--- src/rtl/rd_fifo_bus_interposer_pkg.sv ---
`default_nettype none
// ============================================================================
// Module   : rd_fifo_bus_interposer_pkg
// Purpose  : Constants shared by the read and write FIFO bus interposers, plus
//            a small helper that counts buffered and in-flight words.
// Ports    : none (package)
// Revision : 1.0 - initial release
// ============================================================================
package rd_fifo_bus_interposer_pkg;

  localparam int BUS_DATA_WIDTH  = 64;
  localparam int FIFO_WORD_WIDTH = 128;

  // Which half of the held 128-bit word is on the bus
  localparam logic HALF_UPPER = 1'b0;
  localparam logic HALF_LOWER = 1'b1;

  // Number of words the block is responsible for: held in out_reg, held in
  // pf_reg, or already requested from the FIFO. Never exceeds 2 in operation.
  function automatic logic [1:0] word_occupancy(input logic out_valid,
                                                input logic pf_valid,
                                                input logic pend);
    return {1'b0, out_valid} + {1'b0, pf_valid} + {1'b0, pend};
  endfunction

endpackage
`default_nettype wire

--- src/rtl/rd_fifo_bus_interposer.sv ---
`default_nettype none
// ============================================================================
// Module   : rd_fifo_bus_interposer
// Purpose  : Pulls 128-bit words from a standard-mode (1-cycle latency) read
//            FIFO and presents each as two 64-bit beats, upper half first, to
//            a bus master under a pop handshake. A one-word prefetch buffer
//            keeps one beat per cycle flowing while the FIFO has data.
// Ports    : i_clk               system clock
//            i_rst               asynchronous active-high reset
//            i_rd_fifo_data      FIFO read data, valid the cycle after re
//            o_rd_fifo_re        FIFO read enable
//            i_rd_fifo_empty     FIFO empty flag
//            o_bus_master_data   current 64-bit beat
//            o_bus_master_valid  beat is valid
//            o_bus_master_empty  inverse of o_bus_master_valid
//            i_bus_master_re     bus master pops the current beat
// Revision : 1.0 - initial release
// ============================================================================
module rd_fifo_bus_interposer
  import rd_fifo_bus_interposer_pkg::*;
#(
  // Only 128 is supported
  parameter int RD_FIFO_DATA_WIDTH = FIFO_WORD_WIDTH
) (
  input  logic                          i_clk,
  input  logic                          i_rst,
  input  logic [RD_FIFO_DATA_WIDTH-1:0] i_rd_fifo_data,
  output logic                          o_rd_fifo_re,
  input  logic                          i_rd_fifo_empty,
  output logic [BUS_DATA_WIDTH-1:0]     o_bus_master_data,
  output logic                          o_bus_master_valid,
  output logic                          o_bus_master_empty,
  input  logic                          i_bus_master_re
);

  logic [RD_FIFO_DATA_WIDTH-1:0] out_reg;
  logic                          out_valid;
  logic                          half;
  logic [RD_FIFO_DATA_WIDTH-1:0] pf_reg;
  logic                          pf_valid;
  logic                          pend;

  logic [1:0] occupancy;
  logic       pop;
  logic       out_free;
  logic       park_in_pf;

  always_comb begin
    occupancy    = word_occupancy(out_valid, pf_valid, pend);
    // Gate with reset so the FIFO never sees a read while this block is held
    o_rd_fifo_re = ~i_rd_fifo_empty & ~i_rst & (occupancy < 2'd2);
    pop          = i_bus_master_re & out_valid;
    // out_reg can accept a word if empty or if its last beat leaves now
    out_free     = ~out_valid | (pop & (half == HALF_LOWER));
    // Returning data goes to the prefetch slot unless it loads out_reg
    // directly; by the occupancy bound pf_reg is always empty when this fires
    // with out_reg still occupied.
    park_in_pf   = pend & ~(out_free & ~pf_valid);
  end

  always_ff @(posedge i_clk or posedge i_rst) begin
    if (i_rst) begin
      out_reg   <= '0;
      out_valid <= 1'b0;
      half      <= HALF_UPPER;
      pf_reg    <= '0;
      pf_valid  <= 1'b0;
      pend      <= 1'b0;
    end else begin
      pend <= o_rd_fifo_re;

      if (out_free) begin
        if (pf_valid) begin
          out_reg   <= pf_reg;
          out_valid <= 1'b1;
          half      <= HALF_UPPER;
        end else if (pend) begin
          out_reg   <= i_rd_fifo_data;
          out_valid <= 1'b1;
          half      <= HALF_UPPER;
        end else begin
          out_valid <= 1'b0;
        end
      end else if (pop) begin
        half <= HALF_LOWER;
      end

      if (park_in_pf) begin
        pf_reg   <= i_rd_fifo_data;
        pf_valid <= 1'b1;
      end else if (out_free && pf_valid) begin
        pf_valid <= 1'b0;
      end
    end
  end

  assign o_bus_master_data  = (half == HALF_LOWER) ? out_reg[BUS_DATA_WIDTH-1:0]
                                                   : out_reg[RD_FIFO_DATA_WIDTH-1 -: BUS_DATA_WIDTH];
  assign o_bus_master_valid = out_valid;
  assign o_bus_master_empty = ~out_valid;

endmodule
`default_nettype wire

--- config.mk ---
export PLATFORM = sky130hd
export DESIGN_NAME = rd_fifo_bus_interposer
export DESIGN_NICKNAME = d
export VERILOG_FILES = /design/src/rtl/rd_fifo_bus_interposer_pkg.sv /design/src/rtl/rd_fifo_bus_interposer.sv
export SDC_FILE = /design/constraint.sdc
export NUM_CORES = 1
export LEC_CHECK = 0
export CORE_UTILIZATION = 55
export DETAILED_ROUTE_END_ITERATION = 6
export GPL_ROUTABILITY_DRIVEN = 0
export PLACE_DENSITY = 0.82
export RECOVER_POWER = 100
export SETUP_SLACK_MARGIN = 0.4
export SKIP_CTS_REPAIR_TIMING = 1
export SLEW_MARGIN = 20
export SYNTH_ARGS = -nofsm -noshare
export SYNTH_HDL_FRONTEND = slang
export SYNTH_SLANG_ARGS = --single-unit
export TNS_END_PERCENT = 1
--- constraint.sdc ---
create_clock -name i_clk -period 15.8 [get_ports i_clk]
set_clock_uncertainty 0.1 [all_clocks]
set_input_delay 2.37 -clock i_clk [delete_from_list [all_inputs] [get_ports i_clk]]
set_output_delay 2.37 -clock i_clk [all_outputs]
set_load 0.005 [all_outputs]
Word-level counts from Yosys, hierarchy flattened
Index checks and enable logic that the tools add are counted.
{ "op_classes": {"bitwise": 12, "reduce_logical": 6, "muxes": 11, "add_sub_neg": 2, "n_eq_ne": 1, "order_cmp": 1} }
{ "op_table": {"columns": ["op", "count"], "rows": [
  ["2-to-1 mux 128 bit", 2],
  ["2-to-1 mux 64 bit", 1],
  ["2-to-1 mux 1 bit", 8],
  ["AND 1 bit", 6],
  ["nonzero test 2 bit", 3],
  ["inverter 1 bit", 5],
  ["AND reduction 2 bit", 2],
  ["inequality test 3 bit, second input constant", 1],
  ["adder 1 x 1 -> 2 bit", 1],
  ["adder 2 x 1 -> 2 bit", 1],
  ["less-than comparator 2 bit, second input constant", 1],
  ["logical AND 1 bit", 1],
  ["bitwise OR 1 bit", 1]
]} }
{ "totals": {"output_inout_bits": 67, "wordCells": 39, "in_bits": 132, "register_bits": 260} }

Logic depth before layout (Yosys ltp)
{ "logic_depth": {"word_depth": 7, "ltp_mapped": 6, "mapped_depth_nobuf": 3} }

Least setup slack after synthesis
OpenSTA, ideal clock, no wires.
{ "synth_timing": {"kind": "input port to output port", "start": "input i_rst", "end": "output o_rd_fifo_re", "cell_stages": 1, "arrival_ns": 2.886, "required_ns": 13.330, "slack_ns": 10.444, "cell_sequence": "a2111oi_0"} }
{ "synth_between": {"elab_chain_cells": 3} }
{ "synth_rtl": {"columns": ["element", "line_no", "rtl"], "rows": [
  ["start, declared", "rd_fifo_bus_interposer.sv:26", "input logic i_rst,"],
  ["inverter 1 bit", "rd_fifo_bus_interposer.sv:51", "o_rd_fifo_re = ~i_rd_fifo_empty & ~i_rst & (occupancy < 2'd2);"],
  ["AND 1 bit (2 in a row)", "rd_fifo_bus_interposer.sv:51", null],
  ["end, declared", "rd_fifo_bus_interposer.sv:28", "output logic o_rd_fifo_re,"]
]} }
No other way between the ends.

==> impl_metrics.env <==
export IMPL_run_status="complete, but fails checks"
export IMPL_violations="design-rule violations, max-capacitance violations, max-slew violations"
export IMPL_grt_total_usage=0.215
export IMPL_timing_hold_violations_final=0
export IMPL_worstHoldPathCells=1
export IMPL_multi_input_comb_area_sq_mm=0.00514
export IMPL_cp_max_fo=127
export IMPL_ir_worst_vdd_v=0.000118
export IMPL_synth_largest_area_cell="sky130_fd_sc_hd__dfrtp_1"
export IMPL_setup_viol_count_final=0
export IMPL_global_route_wire_length_before_repair_um=40300
export IMPL_number_of_placed_i_o_pins=199
export IMPL_share_seq_of_total_power=0.401
export IMPL_worst_hold_path_type="reg -> reg"
export IMPL_netlist_area_sq_mm=0.0126
export IMPL_synthFlopType="sky130_fd_sc_hd__dfrtp_1"
export IMPL_period_share=0.604
export IMPL_max_freq_mhz=105
export IMPL_hold_critical_path_endpoint="out_reg[103]"
export IMPL_reg2reg_setup_slack_ns=7.12
export IMPL_die_h_um=153
export IMPL_slew_limit_headroom=-2.71
export IMPL_route_detailed_wl_per_inst_um=19.4
export IMPL_clock_insertion_delay_worst_skew_ns=0.53
export IMPL_max_cap_violations=8
export IMPL_synth_net_count=903
export IMPL_crit_path_end_kind="async pin"
export IMPL_cts_made_buffers=29
export IMPL_area_delta_synth_final_pct=19.1
export IMPL_critPathKind="in -> async"
export IMPL_seq_area_sq_mm=0.00651
export IMPL_viasPerCell=5.41
export IMPL_synth_common_cells="sky130_fd_sc_hd__mux2_2, sky130_fd_sc_hd__dfrtp_1, sky130_fd_sc_hd__mux2_4"
export IMPL_initial_cell_density_of_the_core=0.559
export IMPL_avgSynthCellArea_sq_um=16.4
export IMPL_cellInternalPower_mw=2.22
export IMPL_power_density_mw_per_mm2=206
export IMPL_setup_tns_final_ns=0
export IMPL_num_vias=6838
export IMPL_yosys_warnings=0
export IMPL_yosysSeqAreaShare=0.516
export IMPL_totalPowerFinal_mw=3.10
export IMPL_worstMarginPinSlew_ns=5.54
export IMPL_fp_coreArea_sq_mm=0.0226
export IMPL_timing_final_max_slew_violations=532
export IMPL_biggest_area_contributors_in_the_synthesized_netlist="sky130_fd_sc_hd__dfrtp_1, sky130_fd_sc_hd__mux2_2, sky130_fd_sc_hd__mux2_4"
export IMPL_hpwlAfterDp_um=14400
export IMPL_most_instantiated_library_cell_after_synthesis="sky130_fd_sc_hd__mux2_2"
export IMPL_num_antenna_cells=0
export IMPL_grt_max_degree=128
export IMPL_drive_above_1_share=0.374
export IMPL_hp_start="out_reg[103]"
export IMPL_cts_max_path_buffers=3
export IMPL_drc=1
export IMPL_synth_edff_count=0
export IMPL_crit_reg2reg_launch="half"
export IMPL_fillers=1762
export IMPL_yosys_area_top_type_share=0.516
export IMPL_setup_repair_after_global_routing_missed_its_margin="false"
export IMPL_worst_endpoint_required_ns=16.27
export IMPL_yosys_register_bits=260
export IMPL_timing_critical_path_arrival_ns=10.01
export IMPL_grt_antenna_before_repair=0
export IMPL_final_antenna_net_count=0
export IMPL_num_rows=55
export IMPL_cts_htree_levels=1
export IMPL_r2r_cells=5
export IMPL_setup_worst_path_start_class="primary input"
export IMPL_cellLeakagePower_nw=6.23
export IMPL_numClockSinks=260
export IMPL_swShare=0.285
export IMPL_p_clk_frac=0.223
export IMPL_syn_inst=770
export IMPL_io_buffer_count=198
export IMPL_clk_root_buffer_cell="sky130_fd_sc_hd__clkbuf_16"
export IMPL_pwr_share_comb=0.376
export IMPL_clock_tree_from_tritoncts="built"
export IMPL_power_switching_uw=884
export IMPL_total_grt_overflow=0
export IMPL_asr_flop_ratio_synth=1.00
export IMPL_timing_rr_end="pf_reg[85]"
export IMPL_die_area_sq_mm=0.0235
export IMPL_number_of_library_cell_types_mapped_by_synthesis=19
export IMPL_totalWireLength_um=24500
export IMPL_detail_route_iter0_violations=264
export IMPL_first_global_vias=7545
export IMPL_layout_nets=1090
export IMPL_timing_final_crit_period_ns=9.54
export IMPL_die_span_in_x_um=153
export IMPL_clk_pin_slew_worst_paths_ns=0.06
export IMPL_number_of_iterations_in_the_first_detailed_routing_pass=7
-- cells in the final DEF, fill, tap and decap left out, drive strengths merged --
cell / count
dfrtp: 260
dlygate4sd3: 66
clkinvlp: 2
o21ai: 1
clkinv: 10
bufinv: 4
nor2: 3
clkdlybuf4s50: 132
clkbuf: 44
buf: 2
a2111oi: 1
ha: 1
a21oi: 1
inv: 1
nand2b: 1
maj3: 1
mux2: 448
a21boi: 1
-- worst max-delay path by stage --
stage                              end  cells past startpoint  slack, ns  start
final                       pf_reg[93]                      4       6.26  i_rst
after global routing        pf_reg[17]                      4       4.60  i_rst
after CTS                 o_rd_fifo_re                      3       9.29  i_rst
after detailed placement  o_rd_fifo_re                      3       9.32  i_rst
after global placement    o_rd_fifo_re                      3       9.34  i_rst
after floorplan                   half                      1       6.17  i_rst
-- critical path: stages --
cell,delay (ns)
sky130_fd_sc_hd__dlygate4sd3_1,0.57
sky130_fd_sc_hd__clkinvlp_2,3.08
sky130_fd_sc_hd__clkbuf_1,2.87
sky130_fd_sc_hd__buf_4,0.98
-- logic make-up (layout without fill, tap and decap cells) --
| family | Yosys count | after routing | share of synthesized area |
|---|---|---|---|
| compound gates | 4 | 4 | 0.00327 |
| fa+ha+maj | 2 | 2 | 0.00179 |
| buf+inv | 52 | 261 | 0.0364 |
| flops | 260 | 260 | 0.516 |
| mux | 448 | 448 | 0.441 |
| simple gates | 4 | 4 | 0.00159 |
-- power groups by stage --
stage | registers (mW) | logic [mW] | clock network, mW
global route | 1.29 | 1.26 | 0.736
CTS | 1.25 | 1.38 | 0.709
detailed placement | 1.25 | 1.38 | 0
global placement | 1.24 | 1.35 | 0
finish | 1.24 | 1.17 | 0.692
floorplan | 1.13 | 1.06 | 0
-- metal layers --
| metal | track usage | share of wire |
|---|---|---|
| met1 | 0.292 | 0.45 |
| met2 | 0.351 | 0.48 |
| met3 | 0.0425 | 0.049 |
| met4 | 0.0586 | 0.024 |
| met5 | 0 | 0 |
-- final cells by class --
type,instances,area share
clock buffer,38,0.0539
clock inverter,15,0.0118
inverter,2,0.000583
multi-input combinational,458,0.342
sequential,260,0.433
tap,285,0.0237
timing repair buffer,206,0.134
-- per-stage QoR --
stage                     area (sq um)  cells  hold WS, ns  setup slack (ns)  utilization
final                            15000   1264        0.382              6.26        0.666
after global placement           14600   1211        0.381              9.34        0.646
after floorplan                  12600    770        0.354              6.17            -
after detailed placement         14600   1211        0.377              9.32        0.646
after CTS                        15600   1264        0.390              9.29        0.690
after global routing             15000   1264        0.398              4.60        0.666
Power figures use the tool's default switching activity.
